<file path="config.mk">
export PLATFORM = sky130hd
export DESIGN_NAME = decode_stage
export DESIGN_NICKNAME = d
export VERILOG_FILES = /design/src/rtl/decode_stage.sv
export SDC_FILE = /design/constraint.sdc
export NUM_CORES = 1
export LEC_CHECK = 0
export CAP_MARGIN = 20
export CORE_MARGIN = 4
export CORE_UTILIZATION = 53
export DETAILED_ROUTE_END_ITERATION = 8
export PLACE_DENSITY = 0.82
export SLEW_MARGIN = 5
export SYNTH_ARGS = -nofsm -noshare
export SYNTH_HDL_FRONTEND = slang
export SYNTH_SLANG_ARGS = --single-unit
</file>
<file path="constraint.sdc">
create_clock -name clk -period 2.75 [get_ports clk]
set_input_delay 0.55 -clock clk [delete_from_list [all_inputs] [get_ports clk]]
set_output_delay 0.55 -clock clk [all_outputs]
set_load 0.01 [all_outputs]
</file>
<file path="src/rtl/decode_stage.sv">
// decode_stage: registered RISC-V decode stage with a DEPTH-entry FIFO.
// Each accepted instruction is decoded combinationally into register
// indices, function fields, an XLEN-wide immediate and an illegal flag.
// The decoded entry is written into the FIFO tail. The head entry drives
// the outputs.
// Configuration macro: DECODE_M_EXT_EN. When it is defined, the OP opcode
// with funct7 = 0000001 (MUL/DIV) decodes as legal.
module decode_stage #(
    parameter int XLEN  = 32,
    parameter int DEPTH = 2
) (
    input  logic                         clk,
    input  logic                         rst_n,
    input  logic                         flush,
    input  logic                         in_valid,
    output logic                         in_ready,
    input  logic [31:0]                  in_instr,
    input  logic [XLEN-1:0]              in_pc,
    output logic                         out_valid,
    input  logic                         out_ready,
    output logic [6:0]                   out_opcode,
    output logic [4:0]                   out_rd,
    output logic [4:0]                   out_rs1,
    output logic [4:0]                   out_rs2,
    output logic [2:0]                   out_funct3,
    output logic [6:0]                   out_funct7,
    output logic [XLEN-1:0]              out_imm,
    output logic [XLEN-1:0]              out_pc,
    output logic                         out_illegal,
    output logic [$clog2(DEPTH+1)-1:0]   out_count
);

    localparam int PW = $clog2(DEPTH);
    localparam int CW = $clog2(DEPTH+1);

    // Supported major opcodes
    localparam logic [6:0] OPC_LOAD     = 7'b0000011;
    localparam logic [6:0] OPC_MISC_MEM = 7'b0001111;
    localparam logic [6:0] OPC_OP_IMM   = 7'b0010011;
    localparam logic [6:0] OPC_AUIPC    = 7'b0010111;
    localparam logic [6:0] OPC_STORE    = 7'b0100011;
    localparam logic [6:0] OPC_OP       = 7'b0110011;
    localparam logic [6:0] OPC_LUI      = 7'b0110111;
    localparam logic [6:0] OPC_BRANCH   = 7'b1100011;
    localparam logic [6:0] OPC_JALR     = 7'b1100111;
    localparam logic [6:0] OPC_JAL      = 7'b1101111;
    localparam logic [6:0] OPC_SYSTEM   = 7'b1110011;

    typedef struct packed {
        logic [6:0]      opcode;
        logic [4:0]      rd;
        logic [4:0]      rs1;
        logic [4:0]      rs2;
        logic [2:0]      funct3;
        logic [6:0]      funct7;
        logic [XLEN-1:0] imm;
        logic [XLEN-1:0] pc;
        logic            illegal;
    } entry_t;

    // ------------------------------------------------------------------
    // Combinational decode of the incoming instruction
    // ------------------------------------------------------------------
    logic [6:0]      dec_opcode;
    logic [6:0]      dec_funct7;
    logic [31:0]     dec_imm32_raw;   // immediate already sign-extended to 32 bits
    logic [31:0]     dec_imm32;       // immediate after illegal forcing
    logic [XLEN-1:0] dec_imm;
    logic            dec_opcode_known;
    logic            dec_funct7_ok;
    logic            dec_illegal;
    entry_t          dec_entry;

    assign dec_opcode = in_instr[6:0];
    assign dec_funct7 = in_instr[31:25];

    // Select the immediate format from the opcode and flag unknown opcodes
    always_comb begin
        dec_imm32_raw    = '0;
        dec_opcode_known = 1'b0;
        case (dec_opcode)
            OPC_OP_IMM, OPC_LOAD, OPC_JALR: begin
                dec_opcode_known = 1'b1;
                dec_imm32_raw    = {{20{in_instr[31]}}, in_instr[31:20]};
            end
            OPC_STORE: begin
                dec_opcode_known = 1'b1;
                dec_imm32_raw    = {{20{in_instr[31]}}, in_instr[31:25], in_instr[11:7]};
            end
            OPC_BRANCH: begin
                dec_opcode_known = 1'b1;
                dec_imm32_raw    = {{19{in_instr[31]}}, in_instr[31], in_instr[7],
                                    in_instr[30:25], in_instr[11:8], 1'b0};
            end
            OPC_JAL: begin
                dec_opcode_known = 1'b1;
                dec_imm32_raw    = {{11{in_instr[31]}}, in_instr[31], in_instr[19:12],
                                    in_instr[20], in_instr[30:21], 1'b0};
            end
            OPC_LUI, OPC_AUIPC: begin
                dec_opcode_known = 1'b1;
                dec_imm32_raw    = {in_instr[31:12], 12'b0};
            end
            OPC_OP, OPC_SYSTEM, OPC_MISC_MEM: begin
                dec_opcode_known = 1'b1;
                dec_imm32_raw    = '0;
            end
            default: begin
                dec_opcode_known = 1'b0;
                dec_imm32_raw    = '0;
            end
        endcase
    end

    // Register-register ops accept only the base funct7 values (plus MUL/DIV when enabled)
    always_comb begin
`ifdef DECODE_M_EXT_EN
        dec_funct7_ok = (dec_funct7 == 7'b0000000) || (dec_funct7 == 7'b0100000) ||
                        (dec_funct7 == 7'b0000001);
`else
        dec_funct7_ok = (dec_funct7 == 7'b0000000) || (dec_funct7 == 7'b0100000);
`endif
    end

    assign dec_illegal = (in_instr[1:0] != 2'b11) || !dec_opcode_known ||
                         ((dec_opcode == OPC_OP) && !dec_funct7_ok);

    // An illegal entry still travels down the pipe but never carries an immediate
    assign dec_imm32 = dec_illegal ? 32'd0 : dec_imm32_raw;

    // Every 32-bit immediate format is sign-extended from instr[31], so
    // widening to XLEN only needs to replicate bit 31.
    generate
        if (XLEN > 32) begin : g_imm_wide
            assign dec_imm = {{(XLEN-32){dec_imm32[31]}}, dec_imm32};
        end else begin : g_imm_narrow
            assign dec_imm = dec_imm32;
        end
    endgenerate

    assign dec_entry.opcode  = dec_opcode;
    assign dec_entry.rd      = in_instr[11:7];
    assign dec_entry.rs1     = in_instr[19:15];
    assign dec_entry.rs2     = in_instr[24:20];
    assign dec_entry.funct3  = in_instr[14:12];
    assign dec_entry.funct7  = dec_funct7;
    assign dec_entry.imm     = dec_imm;
    assign dec_entry.pc      = in_pc;
    assign dec_entry.illegal = dec_illegal;

    // ------------------------------------------------------------------
    // FIFO control
    // ------------------------------------------------------------------
    logic [PW-1:0] wr_ptr_q, wr_ptr_d;
    logic [PW-1:0] rd_ptr_q, rd_ptr_d;
    logic [CW-1:0] count_q,  count_d;
    logic          push;
    logic          pop;
    logic          wr_en;

    // in_ready depends only on the occupancy, never on out_ready
    assign in_ready  = (count_q != CW'(DEPTH));
    assign out_valid = (count_q != '0);
    assign push      = in_valid && in_ready;
    assign pop       = out_valid && out_ready;
    // A push coinciding with flush is accepted by the handshake but discarded
    assign wr_en     = push && !flush;

    // Next pointer and occupancy; flush overrides push and pop
    always_comb begin
        wr_ptr_d = wr_ptr_q;
        rd_ptr_d = rd_ptr_q;
        count_d  = count_q;
        if (flush) begin
            wr_ptr_d = '0;
            rd_ptr_d = '0;
            count_d  = '0;
        end else begin
            if (push) begin
                wr_ptr_d = wr_ptr_q + PW'(1);
            end
            if (pop) begin
                rd_ptr_d = rd_ptr_q + PW'(1);
            end
            case ({push, pop})
                2'b10:   count_d = count_q + CW'(1);
                2'b01:   count_d = count_q - CW'(1);
                default: count_d = count_q;
            endcase
        end
    end

    // Pointer and occupancy registers
    always_ff @(posedge clk or negedge rst_n) begin
        if (!rst_n) begin
            wr_ptr_q <= '0;
            rd_ptr_q <= '0;
            count_q  <= '0;
        end else begin
            wr_ptr_q <= wr_ptr_d;
            rd_ptr_q <= rd_ptr_d;
            count_q  <= count_d;
        end
    end

    // ------------------------------------------------------------------
    // Entry storage: one register per slot so reset can clear it at once
    // ------------------------------------------------------------------
    entry_t mem_q [DEPTH];

    generate
        for (genvar gi = 0; gi < DEPTH; gi++) begin : g_entry
            // Capture the decoded instruction when this slot is the tail
            always_ff @(posedge clk or negedge rst_n) begin
                if (!rst_n) begin
                    mem_q[gi] <= '0;
                end else if (wr_en && (wr_ptr_q == PW'(gi))) begin
                    mem_q[gi] <= dec_entry;
                end
            end
        end
    endgenerate

    // Head entry drives the outputs; the fields are stale when empty
    entry_t head;
    assign head = mem_q[rd_ptr_q];

    assign out_opcode  = head.opcode;
    assign out_rd      = head.rd;
    assign out_rs1     = head.rs1;
    assign out_rs2     = head.rs2;
    assign out_funct3  = head.funct3;
    assign out_funct7  = head.funct7;
    assign out_imm     = head.imm;
    assign out_pc      = head.pc;
    assign out_illegal = head.illegal;
    assign out_count   = count_q;

endmodule

</file>
# --- Word level (Yosys, flattened, before mapping) ---
# Cells that the tools add are included.
classes:
  n_addsub: 4
  order_cmp: 1
  eq_ne: 16
  n_mux: 12
  bitwise: 2
  reduce_logical: 20
ops:
  columns: ["operator", "count"]
  rows:
  - ["$mux W97", 3]
  - ["$pmux W32 S5", 1]
  - ["$mux W32", 1]
  - ["$eq A7 B6 Y1 const B", 4]
  - ["$eq A7 B7 Y1 const B", 4]
  - ["$eq A7 B5 Y1 const B", 2]
  - ["$reduce_or A11 Y1", 1]
  - ["$eq A7 B2 Y1 const B", 1]
  - ["$eq A7 B4 Y1 const B", 1]
  - ["$logic_not A7 Y1", 1]
  - ["$logic_and A1 B1 Y1", 6]
  - ["$reduce_bool A2 Y1", 3]
  - ["$mux W1", 5]
  - ["$ne A2 B2 Y1 const B", 2]
  - ["$pmux W2 S2", 1]
  - ["$logic_not A1 Y1", 3]
  - ["$logic_or A1 B1 Y1", 3]
  - ["$reduce_bool A3 Y1", 1]
  - ["$reduce_or A3 Y1", 1]
  - ["$add A1 B1 Y1 const B", 2]
  - ["$add A2 B1 Y2 const B", 1]
  - ["$eq A2 B1 Y1 const B", 1]
  - ["$eq A2 B2 Y1 const B", 1]
  - ["$ge A2 B2 Y1 const B", 1]
  - ["other kinds (5)", 5]
word_totals:
  ff_bits: 198
  input_bits: 69
  out_inout_bits: 101
  word_cells: 76

# --- Depth between registers and ports, before layout ---
# Gate-level depths: netlist of run 1.
depth:
  ltp_word: 7
  depth_mapped: 8
  mapped_depth_nobuf: 5

# --- Worst setup path before layout of run 1 ---
# No wires, ideal clock.
synth_timing:
  kind: "reg-to-output"
  from: "reg rd_ptr_q"
  to: "out out_funct3[0]"
  arrival_ns: 1.340
  required_time_ns: 2.200
  path_slack_ns: 0.860
  path_stages_with_launch: 5
  n_path_buf: 3
  cell_sequence: "dfrtp_1 clkbuf_1 buf_2 buf_2 mux2_2"
synth_via:
  elab_chain_cells: 4
synth_lines:
  columns: ["item", "line_no", "rtl"]
  rows:
  - ["from (decl)", "155", "logic [PW-1:0] rd_ptr_q, rd_ptr_d;"]
  - ["from (signal assigned)", "201", "rd_ptr_q <= rd_ptr_d;"]
  - ["$not A1 Y2 (implied by the code)", "226", "assign head = mem_q[rd_ptr_q];"]
  - ["$mux W97 (implied by the code) (3 in series)", "226", null]
  - ["to (decl)", "25", "output logic [2:0] out_funct3,"]
# No other way between the ends. The select of a mux whose other input is x is not followed.

# --- Worst setup path after layout of run 1 ---
layout_timing:
  from: "reg rd_ptr_q"
  to: "out out_imm[14]"
layout_via:
  elab_chain_cells: 4
layout_lines:
  columns: ["item", "line_no", "rtl"]
  rows:
  - ["$not A1 Y2 (implied by the code)", "226", null]
  - ["$mux W97 (implied by the code) (3 in series)", "226", null]
  - ["to (decl)", "27", "output logic [XLEN-1:0] out_imm,"]
# No other way between the ends. The select of a mux whose other input is x is not followed.

==> results_dict.tcl, run 1 <==
set metrics [dict create \
    syn_avg_cell_area_sq_um 9.76 \
    finalSetupViolations 0 \
    cts_root_buf "clkbuf_16" \
    row_count 47 \
    cts_tree "done" \
    synth_top_family_by_area "simple AND/OR/NAND/NOR gates" \
    grt_pass1_wl_um 37900 \
    synth_flop_cell "dfrtp_1" \
    vias 7154 \
    wire_per_inst_um 17.4 \
    synth_area_sq_um 9090 \
    ant_nets 0 \
    die_h_um 139 \
    min_path_type "in2async" \
    synth_compound_area_share_pct 6.87 \
    gp_congestion 0.896 \
    outcome "complete, no violations" \
    drc_errors 0 \
    max_freq_mhz 375 \
    drive_above_1_share_pct 17.0 \
    clock-sinks 198 \
    cts_resized 0 \
    p_per_area_nw_per_um2 711 \
    first_pass_iters 5 \
    stdcell_count 1320 \
    hold_viol 0 \
    max-vdd-ir-drop_uv 471 \
    seq_area_frac_synth_pct 54.5 \
    ys_top_cells_by_area "dfrtp_1, nand2_1, mux2_2" \
    fin_crit_sh_pct 96.9 \
    die_w_um 139 \
    yosysTopAreaCellShare_pct 54.5 \
    finalClockSkew_ns 0.00618 \
    synth_fa_ha_area_share_pct 0 \
    postSynthCellCount 931 \
    io_buffers 169 \
    hold_buffers 0 \
    ys_warn_count 0 \
    path_max_fanout 38 \
    setup_slack_ns 0.0856 \
    grt_max_degree 92 \
    clockBufferDepth 2 \
    synthArstFlopShare_pct 100 \
    setup.worst_path.start_class "register" \
    via_per_inst 5.42 \
    worst_pin_slew_ns 0.889 \
    placed_area_sq_um 11100 \
    htree_levels 4 \
    final.min_clock_period_ns 2.66 \
    synth_xor_area_share_pct 0.289 \
    yosys.area_share.simple_pct 21.0 \
    initial_utilization_pct 54.4 \
    ys_seq_elements 198 \
    drv_slew 0 \
    dp.cells 1286 \
    coreArea_sq_um 16700 \
    crit_arrival_ns 2.11 \
    endpoint_kind "output port" \
    criticalPathCategory "reg2out" \
    synthTopCellsByCount "nand2_1, dfrtp_1, mux2_2, nor2_1, a21oi_1" \
    rrSetupSlack_ns 0.74 \
    numCtsBuffers 17 \
    dieArea_sq_um 19300 \
    syn_to_final_growth_pct 27.9 \
    post-place-ws_ns -0.0170 \
    grtUsageTotal_pct 24.0 \
    routed_wl_um 22900 \
    synthDistinctLibCells 46 \
    synthMuxAreaShare_pct 13.6 \
    synth_top_area_cell "dfrtp_1" \
    synth_edf_count 0 \
    dr.first_iter.drc_count 587 \
    overflow 0 \
    syn_nets 1000 \
    postCtsSetupBuffers 2 \
    maxSlewHeadroom_pct 40.7 \
    final.setup.tns_ns 0 \
    finalNetCount 1156 \
    rsz0062_at_grt "false" \
    finalInstanceArea_sq_um 11600 \
    worstSkewPairLatency_ns 0.42 \
    dp_hpwl_um 15200 \
    antenna_found_initial 0 \
    required_ns 2.20 \
    diodes 0 \
    grt_pass1_vias 7358 \
    io_pins 170 \
    maxCapViolations 0 \
    synthMostInstantiatedCell "nand2_1" \
    leakage_uw 0.00549 \
    clk_pin_slew_worst_paths_ns 0.07 \
]
[registers in the layout, summed over array words and instances, names as in the netlist]
register and count:
rd_ptr_q 1, mem_q 194, wr_ptr_q 1, out_count 2
[layer usage]
layer	track usage, %	wire (um)
met1	33.3	10100
met2	39.4	11300
met3	4.41	1190
met4	6.33	294
met5	0	0
[cells in the final DEF (no fill, tap or decap), types with 3 or more instances in the layout]
cell / Yosys / final
nor2_1: 34 / 34
xor2_1: 3 / 3
buf_12: 0 / 7
dfrtp_1: 198 / 197
inv_1: 8 / 8
nand2_1: 397 / 397
clkdlybuf4s50_1: 0 / 168
clkbuf_8: 0 / 4
clkinv_2: 0 / 3
o32ai_1: 3 / 3
clkinvlp_4: 0 / 3
clkbuf_16: 0 / 17
mux2_2: 110 / 110
o21ai_0: 27 / 27
a221o_1: 16 / 16
buf_4: 8 / 21
a21oi_1: 31 / 31
o2bb2ai_1: 4 / 4
[area by class of cell]
type | instances | area (sq um)
clock inverter | 10 | 72.6
inverter | 9 | 33.8
multi-input combinational | 664 | 3810
timing repair buffer | 197 | 1990
fill | 1269 | 5080
sequential | 198 | 4960
tap | 220 | 275
clock buffer | 22 | 474
[critical path, stage by stage, from the launching register on]
cell	delay [ns]
dfrtp_4	0.51
buf_12	0.25
mux2_2	0.37
clkdlybuf4s50_1	0.52
[final timing paths]
kind | from | to | depth (start not counted)
hold reg to reg | mem_q[181] | mem_q[181] | 2
hold / removal | rst_n | mem_q[153] | 1
max in group asynchronous | rst_n | mem_q[126] | 2
setup / recovery | rd_ptr_q | out_imm[14] | 3
min in group clk | mem_q[181] | mem_q[181] | 2
setup reg to reg | out_count[1] | mem_q[154] | 5
[cell families (layout without fill, tap and decap cells)]
group                     Yosys count  after routing
AOI/OAI and AO/OA                  92             92
xor gates and xnor gates            3              3
buffers and inverters              69            238
DFF                               198            198
muxes                             110            110
and+or+nand+nor                   459            459
[power by group]
part	switching [uW]	internal, uW
Clock	1080	1230
Combinational	991	1140
Sequential	310	3510
[through the flow]
stage          total power (uW)  utilization [%]  hold slack, ns
2_1_floorplan              4920                -           0.254
3_3_place_gp               5920             66.2           0.451
3_5_place_dp               5990             66.2           0.457
4_1_cts                    8320             69.6           0.125
5_1_grt                    8680             69.6           0.143
6_report                   8260             69.6           0.110
Note: power is estimated with default switching activity, not from simulation.
==> run 2, diff against run 1 <==
CTS_BUF_LIST = sky130_fd_sc_hd__clkbuf_16   (was unset)
RECOVER_POWER = 50   (was unset)
==> results_dict.tcl, run 2 (synthesis gave the netlist of run 1 again) <==
set metrics [dict create \
    worstSkewPairLatency_ns 0.43 \
    die_h_um 139 \
    r2r_end "mem_q[104]" \
    outcome "finished with violations" \
    drc_errors 0 \
    finalClockSkew_ns 0.00684 \
    wire_per_inst_um 17.3 \
    overflow 0 \
    min_path_type "reg2reg" \
    stdcell_count 1320 \
    clock-sinks 198 \
    first_pass_iters 5 \
    cp.buffers_inverters 2 \
    crit_chain "buf_12 > mux2_2 > clkdlybuf4s50_1" \
    die_w_um 139 \
    crit_cells 3 \
    post-place-ws_ns -0.0170 \
    violations "capacitance limit, slew limit" \
    clk_pin_slew_worst_paths_ns 0.07 \
    layout_commonest_cell "nand2_1" \
    slowest_stage "clkdlybuf4s50_1" \
    io_pins 170 \
    drive_above_1_share_pct 16.5 \
    ant_nets 0 \
    criticalPathCategory "reg2out" \
    dieArea_sq_um 19300 \
    io_buffers 169 \
    vias 7141 \
    dr.first_iter.drc_count 644 \
    via_per_inst 5.41 \
    grt_max_degree 92 \
    coreArea_sq_um 16700 \
    final_cell_mix "nand2_1, dfrtp_1, clkdlybuf4s50_1" \
    cpPeakStageDelay_ns 0.52 \
    grt_pass1_wl_um 37800 \
    final.min_clock_period_ns 2.66 \
    gp_congestion 0.896 \
    worst_pin_slew_ns 1.72 \
    leakage_uw 0.00546 \
    rsz0062_at_grt "false" \
    row_count 47 \
    path_max_fanout 38 \
    htree_levels 4 \
    syn_to_final_growth_pct 27.0 \
    drv_slew 65 \
    crit_arrival_ns 2.11 \
    clockBufferDepth 2 \
    dp_hpwl_um 15200 \
    finalSetupViolations 0 \
    max-vdd-ir-drop_uv 472 \
    numCtsBuffers 17 \
    setup.worst_path.start_class "register" \
    fin_crit_sh_pct 96.8 \
    top_register "mem_q" \
    grt_pass1_vias 7363 \
    initial_utilization_pct 54.4 \
    dp.cells 1286 \
    routed_wl_um 22800 \
    antenna_found_initial 0 \
    hold_slack_ns 0.470 \
    setup_slack_ns 0.0877 \
    maxCapViolations 1 \
    p_per_area_nw_per_um2 706 \
    grtUsageTotal_pct 23.9 \
    largest_reg_flops 194 \
    required_ns 2.20 \
    diodes 0 \
    hold_depth 2 \
    cts_root_buf "clkbuf_16" \
    r2r_start "out_count[1]" \
    crit_end "out_imm[14]" \
    crit_family "buffers and inverters" \
    max_freq_mhz 376 \
    cts_tree "done" \
    hold_viol 0 \
    maxSlewHeadroom_pct -14.9 \
    cts_resized 0 \
    reg2reg_depth 7 \
    endpoint_kind "output port" \
    rrSetupSlack_ns 0.55 \
    startpoint "rd_ptr_q" \
    finalNetCount 1156 \
]
run 2: how the worst min path moves through the flow:
stage | start | end | slack, ns
floorplan | rst_n | mem_q[0] | 0.25
global placement | mem_q[4] | mem_q[4] | 0.45
detailed placement | mem_q[16] | mem_q[16] | 0.46
CTS | rst_n | mem_q[154] | 0.13
global route | mem_q[172] | mem_q[172] | 0.48
finish | mem_q[70] | mem_q[70] | 0.47
run 2: repair_timing:
item                                    4_1_cts  5_1_grt
hold buffers                                  0        0
endpoints found under the setup margin       23        0
buffers inserted                              2        0
run 2: metal layers:
metal  track usage, %  part of all wire [%]  wire (um)  up-vias
li1                 -                     -          -     3372
met1             33.2                    45      10200     3532
met2             39.1                    49      11200      208
met3             4.38                   5.1       1150       29
met4             6.28                   1.3        299        0
met5                0                     0          0        -
run 2: area by class of cell:
cell class                      instances  area, sq um
Fill cell                            1279         5160
Sequential cell                       198         4960
Multi-Input combinational cell        664         3800
Timing Repair Buffer                  197         1960
Clock buffer                           17          425
Tap cell                              220          275
Clock inverter                         15         91.3
Inverter                                9         33.8
run 2: power by group:
group,leakage (uW),switching (uW),internal [uW]
clock network,0.000254,1070,1140
logic,0.00270,987,1130
registers,0.00251,308,3510
run 2: metrics by stage:
| stage | utilization, % | power [uW] | TNS (ns) | area [sq um] |
|---|---|---|---|---|
| floorplan | - | 4920 | 0 | 9090 |
| global placement | 66.2 | 5920 | 0 | 11100 |
| detailed placement | 66.2 | 5990 | -0.0170 | 11100 |
| CTS | 69.4 | 8220 | 0 | 11600 |
| global route | 69.1 | 8570 | 0 | 11500 |
| finish | 69.1 | 8150 | 0 | 11500 |
run 2: worst register-to-register path: stages (launching register included):
cell and delay (ns):
dfrtp_1 0.44, nor2b_4 0.21, inv_2 0.09, nand3b_1 0.13
clkbuf_4 0.70, buf_4 0.39, nand2_1 0.10, nand2_1 0.07
